`src/rtl/ram_pkg.sv`:
```
// Shared widths, FSM state encoding and response tag type for the RAM initiator.
package ram_pkg;

  localparam int DATA_W = 14;
  localparam int ADDR_W = 12;
  localparam int LEN_W  = 4;
  localparam int RD_LAT = 1;

  typedef enum logic [1:0] {
    ST_IDLE  = 2'd0,
    ST_WRITE = 2'd1,
    ST_READ  = 2'd2,
    ST_DRAIN = 2'd3
  } state_t;

  // Travels alongside each issued read until its word appears on ram_q.
  typedef struct packed {
    logic valid;
    logic last;
  } tag_t;

endpackage

```
`src/rtl/ram_rsp_pipe.sv`:
```
// Delays read tags by the RAM latency so they line up with ram_q, then registers
// the aligned word and tags as the response stream.
module ram_rsp_pipe #(
  parameter int DATA_W = ram_pkg::DATA_W,
  parameter int RD_LAT = ram_pkg::RD_LAT
) (
  input  logic              clk,
  input  logic              rst,
  input  logic              i_valid,
  input  logic              i_last,
  input  logic [DATA_W-1:0] i_q,
  output logic              o_rsp_valid,
  output logic              o_rsp_last,
  output logic [DATA_W-1:0] o_rsp_data
);
  import ram_pkg::*;

  tag_t              r_tag [RD_LAT];
  logic              r_rsp_valid;
  logic              r_rsp_last;
  logic [DATA_W-1:0] r_rsp_data;
  tag_t              w_tag_out;

  assign w_tag_out = r_tag[RD_LAT-1];

  // NOTE: the tag shift register is reset element by element because a stale
  // valid bit would emit a phantom response after an abort; the data path only
  // loads under a valid tag, so it needs no clearing beyond the output register.
  // NOTE: sequential state uses non-blocking assignments so every stage samples
  // its predecessor's pre-edge value and the shift behaves as a true pipeline.
  always_ff @(posedge clk) begin
    if (rst) begin
      for (int k = 0; k < RD_LAT; k++) r_tag[k] <= '0;
      r_rsp_valid <= 1'b0;
      r_rsp_last  <= 1'b0;
      r_rsp_data  <= '0;
    end else begin
      r_tag[0] <= '{valid: i_valid, last: i_last};
      for (int k = 1; k < RD_LAT; k++) r_tag[k] <= r_tag[k-1];
      r_rsp_valid <= w_tag_out.valid;
      r_rsp_last  <= w_tag_out.valid & w_tag_out.last;
      if (w_tag_out.valid) r_rsp_data <= i_q;
    end
  end

  assign o_rsp_valid = r_rsp_valid;
  assign o_rsp_last  = r_rsp_last;
  assign o_rsp_data  = r_rsp_data;

endmodule

```
`src/rtl/ram_master.sv`:
```
// Initiator for the single-port RAM: accepts write / burst-read commands and
// sequences them onto the RAM port, returning read words as a response stream.
module ram_master #(
  parameter int DATA_W = ram_pkg::DATA_W,
  parameter int ADDR_W = ram_pkg::ADDR_W,
  parameter int LEN_W  = ram_pkg::LEN_W,
  parameter int RD_LAT = ram_pkg::RD_LAT
) (
  input  logic              clk,
  input  logic              rst,
  input  logic              cmd_valid,
  output logic              cmd_ready,
  input  logic              cmd_we,
  input  logic [ADDR_W-1:0] cmd_addr,
  input  logic [LEN_W-1:0]  cmd_len,
  input  logic [DATA_W-1:0] cmd_wdata,
  output logic              rsp_valid,
  output logic [DATA_W-1:0] rsp_data,
  output logic              rsp_last,
  output logic              busy,
  output logic [ADDR_W-1:0] ram_address,
  output logic [DATA_W-1:0] ram_data,
  output logic              ram_wren,
  output logic              ram_rden,
  input  logic [DATA_W-1:0] ram_q
);
  import ram_pkg::*;

  state_t            r_state,       w_state_nxt;
  logic [ADDR_W-1:0] r_ram_address, w_ram_address_nxt;
  logic [DATA_W-1:0] r_ram_data,    w_ram_data_nxt;
  logic              r_ram_wren,    w_ram_wren_nxt;
  logic              r_ram_rden,    w_ram_rden_nxt;
  logic              r_cmd_ready,   w_cmd_ready_nxt;
  logic              r_busy,        w_busy_nxt;
  logic [LEN_W-1:0]  r_len_cnt,     w_len_cnt_nxt;

  logic              w_issue_last;
  logic              w_rsp_valid;
  logic              w_rsp_last;
  logic [DATA_W-1:0] w_rsp_data;

  // r_len_cnt counts the issue cycles still to follow the current one.
  assign w_issue_last = (r_state == ST_READ) && (r_len_cnt == '0);

  always_ff @(posedge clk) begin
    if (rst) begin
      r_state       <= ST_IDLE;
      r_ram_address <= '0;
      r_ram_data    <= '0;
      r_ram_wren    <= 1'b0;
      r_ram_rden    <= 1'b0;
      r_cmd_ready   <= 1'b1;
      r_busy        <= 1'b0;
      r_len_cnt     <= '0;
    end else begin
      r_state       <= w_state_nxt;
      r_ram_address <= w_ram_address_nxt;
      r_ram_data    <= w_ram_data_nxt;
      r_ram_wren    <= w_ram_wren_nxt;
      r_ram_rden    <= w_ram_rden_nxt;
      r_cmd_ready   <= w_cmd_ready_nxt;
      r_busy        <= w_busy_nxt;
      r_len_cnt     <= w_len_cnt_nxt;
    end
  end

  // NOTE: every output of this block is given a default before the case so no
  // path leaves a signal unassigned, which would otherwise infer a latch.
  always_comb begin
    w_state_nxt       = r_state;
    w_ram_address_nxt = r_ram_address;
    w_ram_data_nxt    = r_ram_data;
    w_ram_wren_nxt    = 1'b0;
    w_ram_rden_nxt    = 1'b0;
    w_len_cnt_nxt     = r_len_cnt;
    w_cmd_ready_nxt   = 1'b0;
    w_busy_nxt        = 1'b1;

    unique case (r_state)
      ST_IDLE: begin
        w_cmd_ready_nxt = 1'b1;
        w_busy_nxt      = 1'b0;
        if (cmd_valid && r_cmd_ready) begin
          w_ram_address_nxt = cmd_addr;
          w_cmd_ready_nxt   = 1'b0;
          w_busy_nxt        = 1'b1;
          if (cmd_we) begin
            w_state_nxt    = ST_WRITE;
            w_ram_wren_nxt = 1'b1;
            w_ram_data_nxt = cmd_wdata;
          end else begin
            w_state_nxt    = ST_READ;
            w_ram_rden_nxt = 1'b1;
            w_len_cnt_nxt  = cmd_len;
          end
        end
      end

      ST_WRITE: begin
        w_state_nxt     = ST_IDLE;
        w_cmd_ready_nxt = 1'b1;
        w_busy_nxt      = 1'b0;
      end

      ST_READ: begin
        if (r_len_cnt == '0) begin
          w_state_nxt = ST_DRAIN;
        end else begin
          w_ram_rden_nxt    = 1'b1;
          w_ram_address_nxt = r_ram_address + ADDR_W'(1);
          w_len_cnt_nxt     = r_len_cnt - LEN_W'(1);
        end
      end

      ST_DRAIN: begin
        // Leave as the final word is on the response port so ready rises next cycle.
        if (w_rsp_valid && w_rsp_last) begin
          w_state_nxt     = ST_IDLE;
          w_cmd_ready_nxt = 1'b1;
          w_busy_nxt      = 1'b0;
        end
      end

      default: begin
        w_state_nxt     = ST_IDLE;
        w_cmd_ready_nxt = 1'b1;
        w_busy_nxt      = 1'b0;
      end
    endcase
  end

  ram_rsp_pipe #(
    .DATA_W (DATA_W),
    .RD_LAT (RD_LAT)
  ) u_rsp_pipe (
    .clk         (clk),
    .rst         (rst),
    .i_valid     (r_ram_rden),
    .i_last      (w_issue_last),
    .i_q         (ram_q),
    .o_rsp_valid (w_rsp_valid),
    .o_rsp_last  (w_rsp_last),
    .o_rsp_data  (w_rsp_data)
  );

  assign cmd_ready   = r_cmd_ready;
  assign busy        = r_busy;
  assign ram_address = r_ram_address;
  assign ram_data    = r_ram_data;
  assign ram_wren    = r_ram_wren;
  assign ram_rden    = r_ram_rden;
  assign rsp_valid   = w_rsp_valid;
  assign rsp_last    = w_rsp_last;
  assign rsp_data    = w_rsp_data;

endmodule

```
`config.mk`:
```
export PLATFORM = sky130hd
export DESIGN_NAME = ram_master
export DESIGN_NICKNAME = d
export VERILOG_FILES = /design/src/rtl/ram_pkg.sv /design/src/rtl/ram_rsp_pipe.sv /design/src/rtl/ram_master.sv
export SDC_FILE = /design/constraint.sdc
export NUM_CORES = 1
export LEC_CHECK = 0
export BUFFER_PORTS_ARGS = -buffer_cell sky130_fd_sc_hd__buf_2
export CAP_MARGIN = 0
export CORE_ASPECT_RATIO = 2
export CORE_MARGIN = 5
export CORE_UTILIZATION = 25
export DETAILED_ROUTE_END_ITERATION = 12
export PLACE_DENSITY_LB_ADDON = 0.12
export SYNTH_ARGS = -nofsm -noshare
export SYNTH_HDL_FRONTEND = slang
export SYNTH_SLANG_ARGS = --single-unit
```
`constraint.sdc`:
```
create_clock -name clk -period 2.5 [get_ports clk]
set_clock_uncertainty 0.1 [all_clocks]
set_input_delay 0 -clock clk [delete_from_list [all_inputs] [get_ports clk]]
set_output_delay 0 -clock clk [all_outputs]
set_load 0.01 [all_outputs]
```
# Word-level counts from Yosys, hierarchy flattened
# Memories as Yosys holds them, arrays and structs flattened.
# Cells that the tools add are included.
# classes
n_bitwise	3
muxes	28
eq_ne	8
reduce_logical	12
add_sub_neg	2
# op_table
operator	n
$mux 12	2
$pmux 12 s2	1
$add 12x1->12 const B	1
$mux 1	12
$mux 4	3
$mux 2	5
$reduce_and 3->1	3
$ne 2x2->1 const B	4
$pmux 2 s4	1
$pmux 4 s2	1
$pmux 1 s3	2
$eq 2x2->1 const B	2
$logic_not 4->1	1
$reduce_and 4->1	1
$sub 4x1->4 const B	1
$logic_and 1x1->1	3
$reduce_or 3->1	1
$eq 2x1->1 const B	1
$logic_not 2->1	1
$ne 2x1->1 const B	1
$not 1->1	2
$pmux 1 s2	1
$reduce_bool 2->1	1
$reduce_or 2->1	1
$and 1x1->1	1
# word_totals
in_bits	48
mem_count	1
output_inout_bits	46
register_bits	52
ramBits	2
# mem_list
memory	words	width	read_ports	rd_clocked_by_memory_dff	write_ports	line	source
u_rsp_pipe.r_tag	1	2	1	0	1	ram_rsp_pipe.sv:18	tag_t r_tag [RD_LAT];

# Logic depth before layout (Yosys ltp)
# Gate-level depths: netlist of the first run.
# depth
word_depth	3
mapped_depth	6
ltp_nobuf	6

# Cells and area by module
# A second synthesis of the first run with hierarchy kept.
# unflattened
hier_cells	258
hier_area_um2	2398.6
# by_module_without_submodules
module	instances	cells_per_inst	seq_area_each_um2	area_per_inst_um2
ram_master	1	204	720.7	1776.7
ram_rsp_pipe	1	54	360.3	621.8

# Worst setup path after synthesis of the first run
# Ideal clock, no wire load.
# synth_path
kind	reg2reg
from	reg r_len_cnt[0]
to	reg r_ram_address[9] (netlist: ram_address[9])
path_stages_with_launch	7
required_ns	2.283
setup_slack_ns	0.884
setup_time_ns	0.117
arrival_ns	1.400
cell_sequence	dfxtp_1 inv_1 ha_1 or3b_4 a21oi_4 a21oi_1 o22a_1
# synth_between
elab_chain_len	3
# synth_rtl
element	line	source
start, declared	ram_master.sv:36	logic [LEN_W-1:0] r_len_cnt, w_len_cnt_nxt;
start signal, assigned	ram_master.sv:64	r_len_cnt <= w_len_cnt_nxt;
$logic_not 4->1	ram_master.sv:107	if (r_len_cnt == '0) begin
$ne 2x2->1 (no source line)	-	
$reduce_and 3->1 (no source line)	-	
end signal, assigned	ram_master.sv:58	r_ram_address <= w_ram_address_nxt;
end, declared	ram_master.sv:30	logic [ADDR_W-1:0] r_ram_address, w_ram_address_nxt;
# No other way between the ends.
# A chain may end at the register's enable or synchronous reset.

# Final worst setup path of the first run
# layout_path
from	reg r_state[1]
to	reg r_ram_data[2] (netlist: ram_data[2])
# layout_between
elab_chain_len	2
# layout_rtl
element	line	source
start, declared	ram_master.sv:29	state_t r_state, w_state_nxt;
start signal, assigned	ram_master.sv:57	r_state <= w_state_nxt;
$logic_not 2->1	ram_master.sv:80	unique case (r_state)
$reduce_and 3->1 (no source line)	-	
end signal, assigned	ram_master.sv:59	r_ram_data <= w_ram_data_nxt;
end, declared	ram_master.sv:31	logic [DATA_W-1:0] r_ram_data, w_ram_data_nxt;
# No other way between the ends.

==> results by group, run 1 <==
Floorplanning
  – Site row count: 51
  – Die Span Y: 150 um
  – Starting Density: 25.3%
  – I/O Pins: 94
  – Die Wd: 79.8 um
  – Die footprint: 11900 um2
  – Core Region: 9640 um2

Logic synthesis
  – FFs w/ async S/R, synth: 0%
  – Mapped cell area: 2440 um2
  – Part of the Yosys area used for sequential elements: 44.4%
  – Gate Count Post-Synth: 274
  – Yosys reg bits: 54
  – Synth cell count leaders: dfxtp_1 (54), nand2_1 (29), nor2_1 (26)
  – Post-synth top area cell: dfxtp_1
  – Post-synth net total: 324
  – Cell variety after synth: 51
  – Avg Cell Area, Syn: 8.89 um2
  – Number of enable flip-flop cells after synthesis: 0
  – Synth top area share: 44.4%
  – Most frequent cell after synthesis: dfxtp_1
  – Synth Warn #: 0
  – Ranking of synthesized cells by area: dfxtp_1 (44%), mux2i_1 (7.0%), a21oi_1 (4.9%), nand2_1 (4.5%), nor2_1 (4.0%)
  – Ys flop type: dfxtp_1

Placement
  – Routability cong.: 0.724
  – Port bufs: 93
  – Dpl ws: 0.586 ns
  – Cell Area, Placed: 2990 um2
  – Post-DP HPWL: 5510 um

GRT
  – Vias in the first global route: 2455
  – Total GRT Usage: 13.2%
  – Global-route wire length before repair: 12400 um
  – Gr ovfl total: 0
  – Initial antenna violation count: 0
  – Largest net degree at the start of global routing: 33

Timing
  – Final hold vios: 0
  – Setup TNS: 0 ns
  – Final Max Tran Viols: 0
  – Final cycle utilization of the critical path: 91.9%
  – Actual slew at the worst max-slew pin: 0.900 ns
  – RSZ-0062 raised after global routing: no
  – Max_slew headroom: 39.9%
  – Final setup margin: 0.202 ns
  – Tmin final: 2.30 ns
  – Fmax: 435 MHz
  – Final setup fails: 0

Status
  – Outcome: finished clean

Final layout
  – Fill count: 996
  – Nets: 451
  – Post-Layout Inst Area: 3580 um2
  – Area added between synthesis and finish: 46.8%
  – Share of cells above drive strength 1: 33.1%
  – Antenna fix cells: 0

Job
  – Max-cap violations: 0

Hold path
  – Worst Hold Depth: 2
  – Hold Crit Class: in2reg
  – Endpoint, Worst Hold: ram_address[0]
  – Hold wc startpoint: rst

Setup path
  – Setup slack, reg-to-reg: 0.20 ns
  – Arr. time, crit path: 2.44 ns
  – Delay-heaviest family, CP: simple AND/OR/NAND/NOR gates
  – R2r endpoint: ram_data[2]
  – Reg2Reg Depth: 5
  – Crit path buf inv count: 1
  – Max FO, Critical Path: 15
  – RR Startpoint: r_state[1]
  – Cells along the critical path: and4bb_4 -> nand2_1 -> nand2_1 -> a21oi_2 -> dlygate4sd3_1
  – Max incr delay on CP: 0.54 ns
  – Worst path required time: 2.64 ns
  – CP Class: reg2reg
  – Most Frequent Cell on Critical Path: nand2_1
  – Critical path's slowest cell: dfxtp_1
  – Setup crit start kind: flop
  – Setup crit end kind: flop

Clocking
  – Root buffer cell: clkbuf_16
  – Cts bufs inserted: 5
  – CTS Sinks: 54
  – H-tree Lvls: 2
  – Setup bufs post-CTS: 0
  – Worst-Skew Late Latency: 0.29 ns
  – Clock slew at reported path FFs: 0.07 ns
  – Bufs on Longest Clock Path: 2
  – TritonCTS clock tree: yes

Routing
  – Post-Route WL: 7640 um
  – Via count: 2432
  – Vias per cell: 4.55
  – Antenna Nets Post-Route: 0
  – DR iter-0 viols: 92
  – Pre-antenna DRT Iters: 4
  – WL per Instance: 14.3 um
  – Remaining DRCs: 0

Power and ir drop
  – Pleak: 1.51 nW
  – Cell area power density: 659 nW/um2
  – Worst VDD drop: 0.354 mV
[report_power, final]
part	switching, mW	total [mW]	internal (mW)
clock	0.326	0.796	0.470
sequential	0.0820	1.01	0.932
combinational	0.291	0.549	0.258
[cells in the final DEF, fill, tap and decap left out, drive strengths merged, types with 2 or more instances in the layout]
master	netlist	final
a21oi	35	35
a31oi	3	3
and2	10	10
and3	3	3
buf	11	96
clkbuf	7	5
clkinv	0	2
dfxtp	54	54
dlygate4sd3	0	42
ha	2	2
inv	2	2
mux2i	17	17
nand2	39	39
nand2b	2	2
nand3	6	6
nand4	3	3
nor2	26	26
nor2b	4	4
nor3	4	4
nor3b	4	4
nor4	2	2
o211ai	2	2
o21a	2	2
o21ai	17	17
o22ai	3	3
[final cells by class]
cell class	instances	area [um2]	area share (%)
timing repair buffer	138	908	25.4
clock inverter	3	40.0	1.12
sequential	54	1080	30.2
multi-input combinational	200	1250	34.9
inverter	2	7.51	0.210
clock buffer	5	125	3.50
tap	132	165	4.62
[worst max-delay path by stage]
stage               cells past startpoint          from             end  slack [ns]
floorplan                               6  r_len_cnt[0]  ram_address[9]        0.88
global route                            5    r_state[1]     ram_data[2]        0.07
finish                                  5    r_state[1]     ram_data[2]        0.20
detailed placement                      4    r_state[1]    r_len_cnt[0]        0.59
global placement                        4    r_state[1]  ram_address[9]        0.69
CTS                                     5    r_state[1]     ram_data[2]        0.15
[worst register-to-register path, cell delays in order (launching register included)]
cell	delay, ns
dfxtp_1	0.54
and4bb_4	0.34
nand2_1	0.44
nand2_1	0.14
a21oi_2	0.15
dlygate4sd3_1	0.54
[state kept, by name, summed over array words and instances (netlist names)]
signal and count:
busy 1, u_rsp_pipe.o_rsp_data 14, ram_wren 1, u_rsp_pipe.r_tag 2, u_rsp_pipe.o_rsp_valid 1, ram_data 14, cmd_ready 1, ram_address 12
r_len_cnt 4, ram_rden 1, r_state 2, u_rsp_pipe.o_rsp_last 1
[per-layer routing]
layer	part of all wire (%)	routed length, um	global-route usage (%)
met1	37	2830	13.7
met2	57	4330	25.7
met3	4.9	372	2.47
met4	1.4	107	4.31
met5	0	0	0
[repair_timing]
action	in CTS	in global routing
endpoints found under the hold margin	41	0
hold buffers	42	0
resized for setup	0	0
endpoints found under the setup margin	0	0
[logic make-up (layout without fill, tap and decap cells)]
kind of cell | after synthesis | count (layout) | synth area share [%]
buffers and inverters | 20 | 148 | 4.31
AOI/OAI and AO/OA | 73 | 73 | 19.9
muxes | 17 | 17 | 6.98
DFF | 54 | 54 | 44.4
adders and majority gates | 2 | 2 | 1.03
and+or+nand+nor | 108 | 108 | 23.4
[per-stage QoR]
| step | hold WS [ns] | instances | total power [mW] | util (%) |
|---|---|---|---|---|
| floorplan | -0.0209 | 274 | 1.36 | - |
| global placement | 0.135 | 484 | 1.54 | 31.0 |
| detailed placement | 0.145 | 484 | 1.54 | 31.0 |
| CTS | 0.000258 | 534 | 2.41 | 37.1 |
| global route | 0.0136 | 534 | 2.50 | 37.1 |
| finish | 0.00823 | 534 | 2.36 | 37.1 |
Power figures use the tool's default switching activity.
==> run 2, diff against run 1 <==
==> constraint.sdc (replaced) <==
create_clock -name clk -period 2.5 [get_ports clk]
set_clock_uncertainty 0.1 [all_clocks]
set_input_delay 0.125 -clock clk [delete_from_list [all_inputs] [get_ports clk]]
set_output_delay 0.125 -clock clk [all_outputs]
set_load 0.01 [all_outputs]
==> run 2 against run 1 <==
- wire length shrank 1.3%
- core utilization shrank 1.2 points
- via count shrank 2.0%
- non-clock buffer count shrank 11
- worst setup slack gained 0.44 ns
- sequential cell count is the same
- clock power grew 0.9%
- cell area shrank 3.1%
- critical endpoint is now r_len_cnt[0]
- largest power group unchanged
- highest routed layer unchanged
==> results by group, run 2 (synthesis results as in run 1) <==
Routing
  – Via count: 2384
  – Vias per cell: 4.56
  – WL per Instance: 14.4 um
  – Remaining DRCs: 0
  – DR iter-0 viols: 48
  – Antenna Nets Post-Route: 0
  – Post-Route WL: 7540 um
  – Pre-antenna DRT Iters: 4

Final layout
  – Nets: 440
  – Footprint of the multi-input gates: 1250 um2
  – Share of cells above drive strength 1: 34.0%
  – Fill count: 1043
  – Antenna fix cells: 0
  – Most common cell after layout, fill and taps aside: buf_2
  – Commonest non-fill, non-tap cells in the layout: buf_2 (93), dfxtp_1 (54), dlygate4sd3_1 (30)
  – FF+latch area: 1080 um2
  – Area added between synthesis and finish: 42.3%
  – Post-Layout Inst Area: 3470 um2

Power and ir drop
  – Comb power frac: 23.0%
  – Cell area power density: 679 nW/um2
  – Pleak: 1.46 nW
  – Sw Share: 29.8%
  – Clk pwr share: 34.1%
  – Cell Int Power: 1.65 mW
  – Switching power total: 0.701 mW
  – Worst VDD drop: 0.432 mV
  – Flop pwr share: 42.8%

Floorplanning
  – Die Wd: 79.8 um
  – I/O Pins: 94
  – Die Span Y: 150 um
  – Die footprint: 11900 um2
  – Core Region: 9640 um2
  – Site row count: 51
  – Starting Density: 25.3%

Clocking
  – TritonCTS clock tree: yes
  – H-tree Lvls: 2
  – Root buffer cell: clkbuf_16
  – CTS Sinks: 54
  – Setup bufs post-CTS: 0
  – Bufs on Longest Clock Path: 2
  – Clock slew at reported path FFs: 0.07 ns
  – Cts bufs inserted: 5
  – Worst-Skew Late Latency: 0.29 ns

Setup path
  – CP Class: reg2reg
  – Worst path required time: 2.60 ns
  – Setup crit start kind: flop
  – Setup crit end kind: flop
  – Arr. time, crit path: 1.97 ns
  – Max FO, Critical Path: 11

GRT
  – Global-route wire length before repair: 12200 um
  – Initial antenna violation count: 0
  – Vias in the first global route: 2453
  – Largest net degree at the start of global routing: 33
  – Total GRT Usage: 13.1%
  – Gr ovfl total: 0

Timing
  – Final hold vios: 0
  – Final setup fails: 0
  – Min Hold Slack: 0.0120 ns
  – Actual slew at the worst max-slew pin: 0.547 ns
  – Final Max Tran Viols: 0
  – Tmin final: 1.86 ns
  – Setup TNS: 0 ns
  – Max_slew headroom: 63.5%
  – Fmax: 537 MHz
  – Final cycle utilization of the critical path: 74.5%
  – RSZ-0062 raised after global routing: no

Placement
  – Port bufs: 93
  – Routability cong.: 0.714
  – Post-DP HPWL: 5570 um
  – Cell Area, Placed: 3000 um2

Job
  – Max-cap violations: 0

Hold path
  – Hold Crit Class: in2reg

Status
  – Outcome: finished clean
[run 2: area by class of cell]
cell class | count | share of cell area [%]
Tap cell | 132 | 4.77
Sequential cell | 54 | 31.2
Multi-Input combinational cell | 200 | 36.1
Inverter | 2 | 0.217
Clock buffer | 6 | 3.72
Timing Repair Buffer | 127 | 23.0
Clock inverter | 2 | 1.08
[run 2: metal layers]
| layer | vias to the layer above | GRT usage [%] | routed length [um] |
|---|---|---|---|
| met4 | 0 | 4.06 | 111 |
| met1 | 1122 | 13.0 | 2700 |
| met5 | - | 0 | 0 |
| met3 | 5 | 2.47 | 394 |
| met2 | 64 | 26.3 | 4330 |
| li1 | 1193 | - | - |
[run 2: critical path: stages, from the launching register on]
cell and delay (ns):
dfxtp_1 0.43, nand4bb_1 0.48, o22ai_2 0.39, o21ai_1 0.11, a221oi_1 0.27
[run 2: power groups by stage]
stage                     registers (mW)  clock network (mW)  logic [mW]
final                               1.01               0.803       0.542
after global routing                1.02               0.864       0.602
after CTS                           1.01               0.839       0.553
after detailed placement            1.03                   0       0.515
after global placement              1.03                   0       0.512
after floorplan                     1.03                   0       0.335
[run 2: metrics by stage]
stage	utilization, %	worst slack, ns	cells	power (mW)
after floorplan	-	0.884	274	1.36
after global placement	31.1	0.687	485	1.54
after detailed placement	31.1	0.622	485	1.54
after CTS	36.0	0.630	523	2.40
after global routing	36.0	0.491	523	2.49
final	36.0	0.638	523	2.35
[run 2: timing repair]
item,in CTS,in global routing
hold endpoints to repair,30,0
gates resized for setup,0,0
hold buffers,30,0
[run 2: final timing paths]
check / slack (ns) / cells after the start / start / endpoint
min reg2reg: 0.34 / 1 / u_rsp_pipe.r_tag[0][0] / u_rsp_pipe.o_rsp_last
max: 0.64 / 4 / r_state[1] / r_len_cnt[0]
min: 0.01 / 3 / cmd_addr[1] / ram_address[1]
max reg2reg: 0.64 / 4 / r_state[1] / r_len_cnt[0]
